[src/rtl/cmd_in_fifo_if.sv]
// Byte-ingress and word-egress handshake between host, cmd_in_fifo and the dispatcher.
// Master drives bytes and pops; slave is the FIFO.
interface cmd_in_fifo_if;
    logic [7:0]  in_byte;
    logic        in_valid;
    logic        in_ready;
    logic        out_nempty;
    logic        out_pop;
    logic [15:0] out_data;

    modport master (
        output in_byte, in_valid, out_pop,
        input  in_ready, out_nempty, out_data
    );

    modport slave (
        input  in_byte, in_valid, out_pop,
        output in_ready, out_nempty, out_data
    );
endinterface

[src/rtl/cmd_in_fifo.sv]
// Command ingress: pairs host bytes into {command, data} words, buffers them in a
// circular FIFO and hands them to the dispatcher through a registered pop port.
module cmd_in_fifo #(
    parameter int unsigned DEPTH_LOG2 = 4
) (
    input  logic                  clock,
    input  logic                  reset,
    cmd_in_fifo_if.slave          bus,
    input  logic                  flush,
    output logic [DEPTH_LOG2:0]   level,
    output logic                  byte_pending,
    output logic                  underflow
);

    localparam int unsigned DEPTH = 1 << DEPTH_LOG2;
    localparam logic [DEPTH_LOG2:0]   FULL_LEVEL = {1'b1, {DEPTH_LOG2{1'b0}}};
    localparam logic [DEPTH_LOG2:0]   LVL_ONE    = {{DEPTH_LOG2{1'b0}}, 1'b1};
    localparam logic [DEPTH_LOG2-1:0] PTR_ONE    = {{(DEPTH_LOG2-1){1'b0}}, 1'b1};

    typedef enum logic {
        ST_HI = 1'b0,
        ST_LO = 1'b1
    } asm_state_t;

    asm_state_t state, next_state;

    logic [15:0]           mem [DEPTH];
    logic [7:0]            hi_reg;
    logic [DEPTH_LOG2-1:0] wr_ptr, rd_ptr;
    logic [15:0]           out_data_r;
    logic                  full;
    logic                  in_ready_c;
    logic                  accept;
    logic                  hi_load;
    logic                  wr_en;
    logic                  pop_ok;
    logic                  pop_empty;

    assign full      = (level == FULL_LEVEL);
    assign pop_ok    = bus.out_pop && (level != '0) && !flush;
    assign pop_empty = bus.out_pop && (level == '0) && !flush;

    always_comb begin
        next_state = state;
        in_ready_c = 1'b1;
        accept     = 1'b0;
        hi_load    = 1'b0;
        wr_en      = 1'b0;
        case (state)
            ST_HI: begin
                in_ready_c = 1'b1;
                accept     = bus.in_valid;
                if (accept) begin
                    hi_load    = 1'b1;
                    next_state = ST_LO;
                end
            end
            ST_LO: begin
                in_ready_c = !full;
                accept     = bus.in_valid && !full;
                if (accept) begin
                    wr_en      = 1'b1;
                    next_state = ST_HI;
                end
            end
            default: next_state = ST_HI;
        endcase
        // flush overrides any byte accepted in the same cycle
        if (flush) begin
            hi_load    = 1'b0;
            wr_en      = 1'b0;
            next_state = ST_HI;
        end
    end

    always_ff @(posedge clock or negedge reset) begin
        if (!reset) begin
            state      <= ST_HI;
            hi_reg     <= '0;
            wr_ptr     <= '0;
            rd_ptr     <= '0;
            level      <= '0;
            underflow  <= 1'b0;
            out_data_r <= '0;
        end else begin
            state <= next_state;
            if (hi_load)
                hi_reg <= bus.in_byte;
            if (flush) begin
                wr_ptr    <= '0;
                rd_ptr    <= '0;
                level     <= '0;
                underflow <= 1'b0;
            end else begin
                if (wr_en)
                    wr_ptr <= wr_ptr + PTR_ONE;
                if (pop_ok) begin
                    rd_ptr     <= rd_ptr + PTR_ONE;
                    out_data_r <= mem[rd_ptr];
                end
                if (pop_empty)
                    underflow <= 1'b1;
                case ({wr_en, pop_ok})
                    2'b10:   level <= level + LVL_ONE;
                    2'b01:   level <= level - LVL_ONE;
                    default: level <= level;
                endcase
            end
        end
    end

    // Storage carries no reset; level and pointers decide what is valid.
    always_ff @(posedge clock) begin
        if (wr_en)
            mem[wr_ptr] <= {hi_reg, bus.in_byte};
    end

    assign bus.in_ready   = in_ready_c;
    assign bus.out_nempty = (level != '0);
    assign bus.out_data   = out_data_r;
    assign byte_pending   = (state == ST_LO);

endmodule

[src/flat_wrapper.sv]
// flat-port wrapper written by rule: the top's interface ports become plain ports
module cmd_in_fifo_flat 
#(
    parameter int unsigned DEPTH_LOG2 = 4
)
  (clock, reset, flush, level, byte_pending, underflow, bus_in_byte, bus_in_valid, bus_out_pop, bus_in_ready, bus_out_nempty, bus_out_data);
  cmd_in_fifo_if bus_i ();
  input  logic clock;
  input  logic reset;
  input  logic flush;
  output logic [DEPTH_LOG2:0] level;
  output logic byte_pending;
  output logic underflow;
  input wire logic [$bits(bus_i.in_byte)-1:0] bus_in_byte;
  input wire logic [$bits(bus_i.in_valid)-1:0] bus_in_valid;
  input wire logic [$bits(bus_i.out_pop)-1:0] bus_out_pop;
  output wire logic [$bits(bus_i.in_ready)-1:0] bus_in_ready;
  output wire logic [$bits(bus_i.out_nempty)-1:0] bus_out_nempty;
  output wire logic [$bits(bus_i.out_data)-1:0] bus_out_data;
  assign bus_i.in_byte = bus_in_byte;
  assign bus_i.in_valid = bus_in_valid;
  assign bus_i.out_pop = bus_out_pop;
  assign bus_in_ready = bus_i.in_ready;
  assign bus_out_nempty = bus_i.out_nempty;
  assign bus_out_data = bus_i.out_data;
  cmd_in_fifo #(.DEPTH_LOG2(DEPTH_LOG2)) u_core (.clock(clock), .reset(reset), .bus(bus_i), .flush(flush), .level(level), .byte_pending(byte_pending), .underflow(underflow));
endmodule
[config.mk]
export PLATFORM = sky130hd
export DESIGN_NAME = cmd_in_fifo_flat
export DESIGN_NICKNAME = d
export VERILOG_FILES = /design/src/rtl/cmd_in_fifo_if.sv /design/src/rtl/cmd_in_fifo.sv /design/src/flat_wrapper.sv
export SDC_FILE = /design/constraint.sdc
export NUM_CORES = 1
export LEC_CHECK = 0
export CAP_MARGIN = 30
export CELL_PAD_IN_SITES_DETAIL_PLACEMENT = 0
export CELL_PAD_IN_SITES_GLOBAL_PLACEMENT = 1
export CORE_ASPECT_RATIO = 0.6
export CORE_MARGIN = 2
export CORE_UTILIZATION = 27
export DETAILED_ROUTE_END_ITERATION = 10
export GPL_TIMING_DRIVEN = 0
export PLACE_DENSITY = 0.54
export SLEW_MARGIN = 20
export SYNTH_ARGS = -nofsm -noshare
export SYNTH_HDL_FRONTEND = slang
export SYNTH_SLANG_ARGS = --single-unit
[constraint.sdc]
create_clock -name clock -period 2.6 [get_ports clock]
set_clock_uncertainty 0.1 [all_clocks]
set_input_delay 0.52 -clock clock [delete_from_list [all_inputs] [get_ports clock]]
set_output_delay 0.52 -clock clock [all_outputs]
set_load 0.01 [all_outputs]
Word level (Yosys, flattened, before mapping)
Memory sizes are Yosys's and may differ from the RTL's. A register that Yosys moved wholly into a read port is not among the register bits.
Index checks and enable logic that the tools add are counted.
{"block": "classes", "n_addsub": 4, "multipliers": 0, "div": 0, "n_lt_le_gt_ge": 0, "n_eq_ne": 3, "shift": 0, "muxes": 20, "n_bitwise": 2, "n_reduce_logical": 15}
{"op": "4-bit two-way mux", "count": 4}
{"op": "1-bit two-way mux", "count": 12}
{"op": "5-bit case mux with 2 select lines", "count": 1}
{"op": "4-bit by 1-bit adder with 4-bit output (second input constant)", "count": 2}
{"op": "2-bit nonzero test", "count": 3}
{"op": "5-bit by 1-bit adder with 5-bit output (second input constant)", "count": 1}
{"op": "5-bit equality test (second input constant)", "count": 1}
{"op": "1-bit logical AND", "count": 5}
{"op": "5-bit zero test", "count": 1}
{"op": "5-bit two-way mux", "count": 1}
{"op": "5-bit nonzero test", "count": 1}
{"op": "5-bit by 1-bit subtractor with 5-bit output (second input constant)", "count": 1}
{"op": "1-bit case mux with 2 select lines", "count": 2}
{"op": "1-bit zero test", "count": 3}
{"op": "3-bit nonzero test", "count": 1}
{"op": "2-bit by 1-bit equality test with 1-bit output (second input constant)", "count": 1}
{"op": "2-bit equality test (second input constant)", "count": 1}
{"op": "1-bit inverter", "count": 2}
{"op": "2-bit AND reduction", "count": 1}
{"block": "word_totals", "register_bits": 23, "latch_bits": 0, "ramBits": 256, "rom_bits": 0, "inputBits": 13, "output_inout_bits": 25, "elab_cells": 51, "memories": 1}
{"memory": "u_core.mem", "depth": 16, "word_bits": 16, "read_ports": 1, "rd_clocked_by_memory_dff": 1, "wr": 1, "line_no": "cmd_in_fifo.sv:27", "text": "logic [15:0] mem [DEPTH];"}

Logic depth before layout (Yosys ltp)
{"block": "logic_depth", "ltp_word": 9, "depth_mapped": 11, "mapped_depth_nobuf": 10}

Worst setup path before layout
OpenSTA, ideal clock, no wires.
{"block": "synth_path", "path_type": "register -> register", "start": "register u_core.level[1]", "end": "register u_core.level[4]", "setup_time_ps": 126, "t_arrival_ps": 2736, "t_required_ps": 2374, "slack_ps": -362, "stages_incl_launch_ff": 12, "path_buffers": 1, "period_less_slack_ps": 2962, "path_cell_list": "dfrtp_1 buf_6 or4_4 mux2i_4 nor2_1 xor2_1 ha_1 or3_1 a21oi_1 nor3_1 or2_0 a221o_1"}
{"block": "synth_via", "elab_chain_len": 9, "word_cells_on_any_way": 16, "classes_between": "add/sub: 2; eq/ne: 3; mux: 5; reduce/logical: 6"}
{"element": "start: declaration", "line_no": "cmd_in_fifo.sv:10", "text": "output logic [DEPTH_LOG2:0] level,"}
{"element": "start signal: assignment", "line_no": "cmd_in_fifo.sv:104", "text": "2'b10: level <= level + LVL_ONE;"}
{"element": "start signal: assignment", "line_no": "cmd_in_fifo.sv:105", "text": "2'b01: level <= level - LVL_ONE;"}
{"element": "start signal: assignment", "line_no": "cmd_in_fifo.sv:106", "text": "default: level <= level;"}
{"element": "5-bit equality test", "line_no": "cmd_in_fifo.sv:39", "text": "assign full = (level == FULL_LEVEL);"}
{"element": "1-bit zero test", "line_no": "cmd_in_fifo.sv:60", "text": "accept = bus.in_valid && !full;"}
{"element": "1-bit logical AND", "line_no": "cmd_in_fifo.sv:60"}
{"element": "1-bit two-way mux", "line_no": "cmd_in_fifo.sv:61", "text": "if (accept) begin"}
{"element": "1-bit two-way mux", "line_no": "cmd_in_fifo.sv:49", "text": "case (state)"}
{"element": "1-bit two-way mux", "line_no": "cmd_in_fifo.sv:69", "text": "if (flush) begin"}
{"element": "2-bit by 1-bit equality test with 1-bit output / 2-bit equality test (equally long branches)", "line_no": "cmd_in_fifo.sv:103", "text": "case ({wr_en, pop_ok})"}
{"element": "5-bit case mux with 2 select lines", "line_no": "cmd_in_fifo.sv:103"}
{"element": "5-bit two-way mux", "line_no": "cmd_in_fifo.sv:89", "text": "if (flush) begin"}
Parallel ways exist; a longest one is shown, timed or not.
A chain may end at the register's enable or synchronous reset.

Worst setup path after layout
{"block": "layout_path", "start": "register u_core.level[2]", "end": "register u_core.level[4]"}
Same word-level chain as after synthesis.

==> results by stage <==
Outcome:
- The flow ran to the end, but the final reports show violations.
- The checks that failed: negative setup slack.

Layout:
- Counting the fill cells in the layout gives 3945.
- The fraction of final layout cells sized beyond drive strength 1 is 28.7%.
- The antenna diode count is 0.
- From synthesis to final layout, the design area changed by 23.5%.
- The number of flip-flops in the largest register is 256.
- The sequential cell area in the final layout is 8670 um2.
- For this run, the post-layout net count is 694.
- The multi-input combinational cells in the finished layout cover a total of 2900 um2.

Route:
- The wire length after detailed routing is 29200 um.
- The via density per instance is 4.65.
- The remaining antenna violation count after routing is 0.
- After detailed routing, the number of remaining DRC violations is 0.
- The first TritonRoute pass finished after 4 iterations.
- The routed length per instance is 23.1 um.
- The detailed router finished its first iteration with 589 violations.
- The via total after detailed routing is 5882.

STA:
- After routing, the total negative slack on setup checks comes to -7630 ps.
- After layout, the worst setup slack is -295 ps.
- The clock period minus final worst setup slack is 2900 ps.
- The worst pin sits at a relative slew slack of 41.6%.
- At the pin with the least slew margin, the transition time is 876 ps.
- Based on the critical path, the design can be clocked at up to 0.345 GHz.
- The total of endpoints with negative setup slack in the final report is 79.
- The post-route clock period utilization is 111%.
- Setup repair after global routing could not meet its margin everywhere.
- The number of max-slew violations in the final report is 0.
- The hold violation total from the final report is 0.

Place:
- The placer congestion estimate is 0.747.
- The detailed-placement wirelength estimate is 18400 um.
- Prior to clock tree synthesis, the placed netlist has a worst setup slack of -891 ps.
- The count of buffers from port buffering is 36.

Yosys:
- The cell type with the largest total area after synthesis is sky130_fd_sc_hd__edfxtp_1.
- The share of synthesized registers carrying an async set or reset is 13.2%.
- The top cell type by area accounts for 66.6% of the synthesized area.
- Of the post-synthesis cell area, the part taken by muxes is 16.3%.
- The cell area after synthesis is 11500 um2.
- The synthesized area divided by synthesized cell count is 20.2 um2.
- After synthesis, the largest family of logic cells by area is multiplexers.
- The xor/xnor share of the synthesized area is 0.531%.
- In this run, distinct cell masters in the synthesized netlist total 44.
- The synthesized-area fraction occupied by adder cells is 0.759%.
- The area share of and/or/nand/nor cells after synthesis is 3.46%.
- The number of enable flip-flop cells after synthesis is 256.
- In the synthesized netlist, the cells that appear most often are sky130_fd_sc_hd__edfxtp_1 (256), sky130_fd_sc_hd__mux4_2 (64), sky130_fd_sc_hd__dfrtp_1 (39).
- Among all cell types in the netlist, the one instantiated most often is sky130_fd_sc_hd__edfxtp_1.
- The synthesized design contains 295 register bits.
- For this run, the number of Yosys warnings is 0.
- Among all flip-flop cells after synthesis, the most frequent one is sky130_fd_sc_hd__edfxtp_1.
- Yosys attributes the largest share of cell area to sky130_fd_sc_hd__edfxtp_1 (67%), sky130_fd_sc_hd__mux4_2 (12%), sky130_fd_sc_hd__dfrtp_1 (8.5%).
- The synthesized netlist devotes 2.58% of its cell area to compound gates.
- The number of instances in the synthesized netlist is 572.
- When the netlist entered floorplanning its net count stood at 592.
- The sequential share of the synthesized area is 75.1%.

GRT:
- Entering global routing, the biggest net connects 27 pins.
- The first global-routing pass estimated 42100 um of wire.
- In the global route stage, met2 resource usage came out at 20.2%.
- The global-route met1 utilization is 19.5%.
- The via count of the first global-routing pass is 6015.
- The global route total overflow is 0.
- In this run the most used layer during global routing was met2.
- The global-route met3 utilization is 2.91%.
- Global routing used 13.2% of the available tracks.
- The initial antenna violation count is 0.

Clock network:
- The clock insertion delay at the later pin of the skew report is 550 ps.
- The cell sitting at the root of the clock tree is a sky130_fd_sc_hd__clkbuf_16.
- The number of buffers created by CTS is 28.
- The number of sinks driven by the clock tree is 295.
- TritonCTS built the clock tree.
- The clock edge transition at the registers on the reported setup and hold paths is 70 ps.
- The number of levels the H-tree was split into is 1.
- The largest buffer count on any clock path is 3.

Worst setup path:
- Among all stages on the critical path, the largest delay is contributed by sky130_fd_sc_hd__or4_4.
- The category of cells accounting for the largest share of critical-path delay is simple AND/OR/NAND/NOR gates.
- The worst setup path is launched from a register.
- The classification of the worst setup path is register to register.
- Data on the critical path is required at its endpoint by 2940 ps.
- The slack of the worst reg-to-reg path is -300 ps.
- The sum of buffers and inverters on the critical path is 0.
- The critical path runs through a total of 10 cells.
- The capture instance of the worst register-to-register path is u_core.level[4].
- The depth of the worst register-to-register path is 10.
- Data arrives at the worst endpoint at 3230 ps.
- The longest individual stage delay on the worst path is 580 ps.
- The worst setup path is captured at a register.
- In this run the critical register-to-register path is launched from u_core.level[2].
- In this run the worst path has a maximum fanout of 4.
- The signal on the critical path passes through or4_4, mux2i_4, nor2_4, xor2_1, ha_2, or3_1, a21oi_2, nor3_1, or2_0, a221o_1.

Power:
- For this design the ratio of total power to cell area is 916 nW/um2.
- Of the total power, the share spent switching nets is 27.3%.
- The combinational group share of total power is 23.1%.
- The power share of the sequential group is 44.2%.
- For this design the total switching power over the nets is 3.56 mW.
- The internal power of the cells totals 9.49 mW.
- Summed over all cells, the static leakage comes to 4.46 nW.
- The share of total power in the clock network is 32.7%.
- VDD sags by at most 0.000467 V.

Min path:
- The path class of the tightest hold or removal check is primary input to asynchronous set/reset pin.

Job:
- Across the run, the number of max-cap violations was 0.

Floorplanning:
- The number of ports placed on the die boundary is 38.
- The floorplan step set the die height to 164 um.
- The die is 271 um wide.
- The die outline area is 44500 um2.
- For this configuration, the core starts out at a cell density of 27.5%.
- The initialized floorplan defines 58 standard-cell rows.
- The core outline area is 42000 um2.
## metal layers
layer / vias to the layer above / share of wire (%)
met5: - / 0
met4: 0 / 1.2
met3: 28 / 5.2
met1: 3161 / 49
met2: 156 / 45
li1: 2537 / -
## cells in the final DEF, fill, tap and decap left out, drive strengths merged, types with 8 or more instances in the layout
cell type,count
edfxtp,256
nand2,29
clkinv,8
mux2,9
buf,50
mux4,64
o221ai,16
clkdlybuf4s50,34
clkbuf,54
dfrtp,39
nor2,33
mux2i,33
## what timing repair did
action                                  CTS  global route
hold endpoints to repair                 13             0
setup buffers                            21             2
endpoints found under the setup margin  228           271
pin swaps                                 8             0
hold buffers                              1             0
resized for setup                        24             4
## power groups by stage
| stage | Combinational (mW) | Clock (mW) | Sequential (mW) |
|---|---|---|---|
| finish | 3.01 | 4.27 | 5.76 |
| global route | 3.25 | 4.57 | 5.80 |
| CTS | 2.99 | 4.35 | 5.77 |
| detailed placement | 2.82 | 0 | 5.88 |
| global placement | 2.75 | 0 | 5.85 |
| floorplan | 1.71 | 0 | 5.82 |
## how the worst max path moves through the flow
stage,slack (ps),endpoint,startpoint
floorplan,-230,u_core.level[4],u_core.level[2]
global placement,-1750,u_core.mem[11][0],bus_in_valid
detailed placement,-890,u_core.mem[7][5],bus_in_valid
CTS,-300,bus_in_ready,u_core.level[1]
global route,-390,u_core.level[4],u_core.level[1]
finish,-300,u_core.level[4],u_core.level[2]
## cell families (layout without fill, tap and decap cells)
kind of cell	Yosys count	count (layout)
adder cells (fa/ha/maj)	7	7
flip-flops	295	295
XOR/XNOR	7	7
AND/OR/NAND/NOR	86	86
AO/OA/AOI/OAI	38	38
buffers and inverters	33	157
multiplexers	106	106
## worst reg2reg max path: stages (launching register included)
cell	delay (ps)
sky130_fd_sc_hd__dfrtp_2	440
sky130_fd_sc_hd__or4_4	580
sky130_fd_sc_hd__mux2i_4	230
sky130_fd_sc_hd__nor2_4	60
sky130_fd_sc_hd__xor2_1	160
sky130_fd_sc_hd__ha_2	190
sky130_fd_sc_hd__or3_1	320
sky130_fd_sc_hd__a21oi_2	130
sky130_fd_sc_hd__nor3_1	70
sky130_fd_sc_hd__or2_0	220
sky130_fd_sc_hd__a221o_1	290
## cell type report
class | instances | area share [%]
repair buffers | 72 | 5.97
plain buffers | 28 | 0.993
clock inverters | 13 | 1.18
well taps | 570 | 5.01
clock buffers | 39 | 5.50
inverters | 5 | 0.132
multi-input cells | 244 | 20.4
flip-flops and latches | 295 | 60.8
## per-stage QoR
step	power (mW)	area, um2	hold slack, ps	utilization [%]	instances
after floorplan	7.53	11500	124	-	572
final	13.0	14200	341	33.9	1266
after global placement	8.60	12600	373	30.0	1178
after CTS	13.1	14200	327	33.8	1264
after global routing	13.6	14200	359	33.9	1266
after detailed placement	8.70	12900	377	30.7	1190
Note: power is estimated with default switching activity, not from simulation.
==> RTL edit 1 (config.mk and constraints unchanged) <==
Put one more register stage on the output `level`, cleared by the reset. The value now appears one clock later. The other outputs are not delayed to match.
--- a/src/rtl/cmd_in_fifo.sv
+++ b/src/rtl/cmd_in_fifo.sv
@@ -23,4 +23,6 @@
     } asm_state_t;
 
+    logic [DEPTH_LOG2:0] level_s0;
+
     asm_state_t state, next_state;
 
@@ -37,7 +39,7 @@
     logic                  pop_empty;
 
-    assign full      = (level == FULL_LEVEL);
-    assign pop_ok    = bus.out_pop && (level != '0) && !flush;
-    assign pop_empty = bus.out_pop && (level == '0) && !flush;
+    assign full      = (level_s0 == FULL_LEVEL);
+    assign pop_ok    = bus.out_pop && (level_s0 != '0) && !flush;
+    assign pop_empty = bus.out_pop && (level_s0 == '0) && !flush;
 
     always_comb begin
@@ -80,5 +82,5 @@
             wr_ptr     <= '0;
             rd_ptr     <= '0;
-            level      <= '0;
+            level_s0   <= '0;
             underflow  <= 1'b0;
             out_data_r <= '0;
@@ -90,5 +92,5 @@
                 wr_ptr    <= '0;
                 rd_ptr    <= '0;
-                level     <= '0;
+                level_s0  <= '0;
                 underflow <= 1'b0;
             end else begin
@@ -102,7 +104,7 @@
                     underflow <= 1'b1;
                 case ({wr_en, pop_ok})
-                    2'b10:   level <= level + LVL_ONE;
-                    2'b01:   level <= level - LVL_ONE;
-                    default: level <= level;
+                    2'b10:   level_s0 <= level_s0 + LVL_ONE;
+                    2'b01:   level_s0 <= level_s0 - LVL_ONE;
+                    default: level_s0 <= level_s0;
                 endcase
             end
@@ -117,8 +119,16 @@
 
     assign bus.in_ready   = in_ready_c;
-    assign bus.out_nempty = (level != '0);
+    assign bus.out_nempty = (level_s0 != '0);
     assign bus.out_data   = out_data_r;
     assign byte_pending   = (state == ST_LO);
 
+    always_ff @(posedge clock or negedge reset) begin
+        if (!reset) begin
+            level <= '0;
+        end else begin
+            level <= level_s0;
+        end
+    end
+
 endmodule
 
Function: changed (Yosys sat finds a counterexample within 4 cycles, from zero or initial values and one cycle with reset low).
==> RTL edit 1 against the unedited design <==
- the flow still finishes with violations (setup timing)
- highest routed layer unchanged
- die area grew 1.1%
- worst setup slack lost 0.011 ns
- final area rose by 0.56%
- area after synthesis rose by 1.1%
- core utilization about the same
- wire length is 1.1% lower
- sequential cell count rose by 5
- synthesized cell count rose by 0.87%
- total power fell by 1.0%
- non-clock buffer count increased by 4
- critical path type unchanged
==> RTL edit 1: results (changes against the unedited design) <==
stage,metric,value,unit,change
worst_setup_path,crit_start,u_core.level_s0[2],,
route,first_iter_violations,596,,+1.2%
place,dpl.cell_count,1197,,+0.59%
power,p_leak,0.004525,uW,+1.4%
timing,timing.setup.tns,-0.7072,ns,+6.925 ns
worst_setup_path,cp_data_arrival_time,3.24,ns,about the same
clock_tree,clock_latency,0.55,ns,about the same
yosys,synth.distinct_cells,44,,unchanged
timing,worst_pin_slew,0.8978,ns,+0.02189 ns
route,vias_per_cell,4.646,,about the same
worst_setup_path,path_max_fanout,3,,-1
yosys,synth_edf_count,256,,unchanged
global_route,track_usage,13.02,%,-0.20 points
clock_tree,clkTransAtPathRegs,0.07,ns,about the same
global_route,grt_max_degree,45,,+67%
yosys,synth.avg_cell_area,20.21,um2,+0.21%
worst_setup_path,critPathMaxStageDelay,0.58,ns,about the same
worst_setup_path,cpMaxStageDelayCell,or4_4,,
outcome,status,"complete, but fails checks",,
yosys,yosysSeqAreaShare,75.35,%,+0.27 points
cells_and_area,drive_gt1_share,29.12,%,+0.38 points
clock_tree,clock_path_buffers,3,,unchanged
cells_and_area,fin_nets,703,,+1.3%
clock_tree,cts_buffers,28,,unchanged
clock_tree,cts.htree.levels,1,,unchanged
global_route,grt_pass1_wl,41870,um,-0.57%
global_route,grt_pass1_vias,6074,,+0.98%
cells_and_area,largest_reg_flops,256,,unchanged
place,port_buffers,36,,unchanged
cells_and_area,diodes,0,,unchanged
worst_hold_path,worstHoldStart,u_core.level_s0[4],,
yosys,yosys-top-cells-count,"edfxtp_1, mux4_2, dfrtp_1",,
yosys,yosysWarnings,0,,unchanged
timing,setup_ws,-0.3063,ns,-0.01107 ns
power,ir_drop,0.5016,mV,+7.4%
outcome,violations,setup timing,,
route,wl_per_cell,22.65,um,-1.7%
yosys,synth_top_cells_by_area,"edfxtp_1, mux4_2, dfrtp_1",,
worst_hold_path,worstHoldPathType,register to register,,
yosys,synth_nets,597,,+0.84%
route,dr_total_vias,5919,,+0.63%
timing,finalSetupViolCount,8,,-90%
place,place.gp.congestion,0.7385,,-1.1%
place,dp_hpwl,18840,um,+2.4%
global_route,antenna_found_initial,0,,unchanged
route,dr.pass1.iters,5,,+1
yosys,synth-async-reset-ratio,14.67,%,+1.4 points
==> RTL edit 1: metal layers <==
| layer | global-route usage (%) | wire, um | part of all wire, % | vias up |
|---|---|---|---|---|
| met5 | 0 | 0 | 0 | - |
| met3 | 2.704 | 1690 | 5.9 | 41 |
| met4 | 2.597 | 496 | 1.7 | 0 |
| met1 | 19.00 | 13730 | 48 | 3173 |
| li1 | - | - | - | 2563 |
| met2 | 20.09 | 12940 | 45 | 142 |
==> RTL edit 1: worst paths after layout <==
check                                    endpoint  slack, ns  cells after the start
hold reg to reg                   u_core.level[4]       0.28                      0
max in group asynchronous      u_core.level_s0[2]       1.44                      2
min in group asynchronous  u_core.bus.out_data[2]       0.45                      2
setup / recovery               u_core.level_s0[2]      -0.31                      9
hold / removal                    u_core.level[4]       0.28                      0
setup reg to reg               u_core.level_s0[2]      -0.31                      9
==> RTL edit 1: layout make-up <==
cell class | count | area, um2
buffer | 27 | 140.1
tap | 570 | 713.2
multi-input combinational | 244 | 2914
timing repair buffer | 77 | 859.6
clock buffer | 39 | 803.3
inverter | 5 | 18.77
sequential | 300 | 8792
clock inverter | 12 | 83.83
fill | 3981 | 27910
==> RTL edit 1: critical path, delay by kind of cell (launching register included) <==
family | cells | cell delay [ns]
flops | 1 | 0.43
mux | 1 | 0.21
compound gates | 1 | 0.29
fa+ha+maj | 1 | 0.20
buf+inv | 1 | 0.13
simple gates | 4 | 1.32
xor+xnor | 1 | 0.09
==> RTL edit 1: where the power goes <==
group / switching (uW) / internal, uW
logic: 1520 / 1540
registers: 278 / 5570
clock network: 1740 / 2250
total: 3540 / 9360
==> RTL edit 1: what timing repair did <==
action                                  4_1_cts  5_1_grt
pin swaps                                     5        4
resized for setup                            29       11
endpoints found under the setup margin      249      188
hold endpoints to repair                     44        0
hold buffers                                  1        0
buffers inserted                             17        7
==> RTL edit 1: metrics by stage <==
step	total power [uW]	worst slack (ns)	cell area [um2]
6_report	12910	-0.3063	14330
5_1_grt	13490	-0.3912	14330
4_1_cts	13030	-0.2727	14170
3_5_place_dp	8771	-0.9200	13070
3_3_place_gp	8696	-1.928	12740
2_1_floorplan	7639	-0.2068	11670
==> RTL edit 1: cells by family after synthesis <==
family / synth area share, %
buffers and inverters: 1.234
AND/OR/NAND/NOR: 3.422
multiplexers: 16.17
adder cells (fa/ha/maj): 0.7509
flip-flops: 75.35
XOR/XNOR: 0.5256
AO/OA/AOI/OAI: 2.553
==> RTL edit 2 (same flow settings) <==
Made on the original files. `DEPTH_LOG2` is set to 4 in 2 places; all go to 3.
--- a/src/rtl/cmd_in_fifo.sv
+++ b/src/rtl/cmd_in_fifo.sv
@@ -2,5 +2,5 @@
 // circular FIFO and hands them to the dispatcher through a registered pop port.
 module cmd_in_fifo #(
-    parameter int unsigned DEPTH_LOG2 = 4
+    parameter int unsigned DEPTH_LOG2 = 3
 ) (
     input  logic                  clock,
--- a/src/flat_wrapper.sv
+++ b/src/flat_wrapper.sv
@@ -2,5 +2,5 @@
 module cmd_in_fifo_flat 
 #(
-    parameter int unsigned DEPTH_LOG2 = 4
+    parameter int unsigned DEPTH_LOG2 = 3
 )
   (clock, reset, flush, level, byte_pending, underflow, bus_in_byte, bus_in_valid, bus_out_pop, bus_in_ready, bus_out_nempty, bus_out_data);
Interface: changed (resized level); port bits go from 38 to 37. No check against the original RTL was run, so the function may have changed too.
==> RTL edit 2 against the unedited design <==
- global-route usage down 0.73 points
- sequential cell count down 131
- final area down 42%
- fmax up 12%
- wire length down 50%
- total power down 41%
- worst setup slack better by 0.30 ns
- area after synthesis down 44%
- register-to-register slack better by 0.32 ns
- largest cell class unchanged
==> RTL edit 2: results (changes against the unedited design) <==
stage,metric,value,unit,change
worst_setup_path,r2r_end,u_core.level[3],,
timing,finalHoldWorstSlack,0.4254,ns,+0.08451 ns
global_route,track_usage,12.49,%,-0.73 points
global_route,grt_pass1_vias,3474,,-42%
cells_and_area,clk_share,7.167,%,+0.49 points
cells_and_area,drive_gt1_share,29.55,%,+0.81 points
cells_and_area,seq_cell_count,164,,-44%
yosys,synth_top_cells_by_area,"edfxtp_1, dfrtp_1, mux4_2",,
worst_setup_path,timing.rr.start,u_core.level[0],,
place,place_ws,-0.7848,ns,+0.1066 ns
power,sw_frac_of_total,27.30,%,+0.037 points
worst_setup_path,critPathTopFamily,buffers and inverters,,
worst_setup_path,cp_data_arrival_time,1.97,ns,-1.26 ns
cells_and_area,n_all_inverters,1,,-4
clock_tree,post_cts_resized,8,,-67%
clock_tree,clock_path_buffers,2,,-1
worst_setup_path,critPathMaxStageDelay,0.48,ns,-0.10 ns
global_route,gr-usage-met2,18.90,%,-1.3 points
yosys,synth_nets,360,,-39%
route,wl_met1,7344,um,-48%
cells_and_area,multi_input_gates,158,,-35%
worst_hold_path,worstHoldPathType,register to register,,
cells_and_area,multiInputGateArea,0.001752,mm2,-40%
route,totalWireLength,14650,um,-50%
worst_setup_path,r2r_slack,0.02,ns,+0.32 ns
yosys,yosys-top-cells-count,"edfxtp_1, dfrtp_1, mux4_2",,
global_route,grt_pass1_wl,22230,um,-47%
power,ir_drop,0.4607,mV,-1.3%
clock_tree,clock_latency,0.43,ns,-0.12 ns
yosys,synth-async-reset-ratio,21.95,%,+8.7 points
global_route,grt_util_met1,18.06,%,-1.5 points
yosys,synth_edf_count,128,,-50%
clock_tree,cts_buffers,17,,-39%
cells_and_area,nFillCells,2178,,-45%
global_route,use_met3,2.721,%,-0.19 points
yosys,synth_mux_area_share,15.41,%,-0.94 points
place,place.gp.congestion,0.7419,,-0.62%
power,pg_clk,2540,uW,-41%
route,wl_met3,604,um,-61%
yosys,synthAdderAreaFrac,0.9290,%,+0.17 points
route,first_iter_violations,253,,-57%
cells_and_area,buf_share,9.318,%,+2.4 points
place,dpl.cell_count,705,,-41%
cells_and_area,signal_buffers,85,,-15%
clock_tree,cts_setup_buffers,13,,-38%
outcome,status,completed,,
route,met2_length,6585,um,-50%
power,p_leak,0.002701,uW,-39%
worst_setup_path,reg2reg_depth,8,,-2
place,place_area,0.007453,mm2,-42%
yosys,yosysSeqAreaShare,73.39,%,-1.7 points
-- RTL edit 2: cell count changes in the layout (fill, tap and decap cells not counted), sizes merged, moves of 5 or more --
cell,before,now
o221ai,16,0
clkinv,8,2
a21oi,6,21
nor3,2,7
mux2i,33,17
clkbuf,54,31
nand2,29,5
buf,50,39
edfxtp,256,128
mux4,64,32
-- RTL edit 2: how the worst max path moves through the flow --
stage          depth (start not counted)  slack (ns)                end             from
6_report                               4       0.005       bus_in_ready  u_core.level[0]
5_1_grt                               10       -0.09    u_core.level[2]  u_core.level[0]
4_1_cts                                9       -0.11    u_core.level[3]  u_core.level[1]
3_5_place_dp                           7       -0.78  u_core.mem[2][15]     bus_in_valid
3_3_place_gp                           6       -1.78  u_core.mem[4][13]     bus_in_valid
2_1_floorplan                          5       -0.15   u_core.mem[4][0]     bus_in_valid
-- RTL edit 2: tightest hold or removal path: stages (launching register included) --
cell and delay, ns:
dfrtp_1 0.34, nor2_1 0.05, a21oi_1 0.10
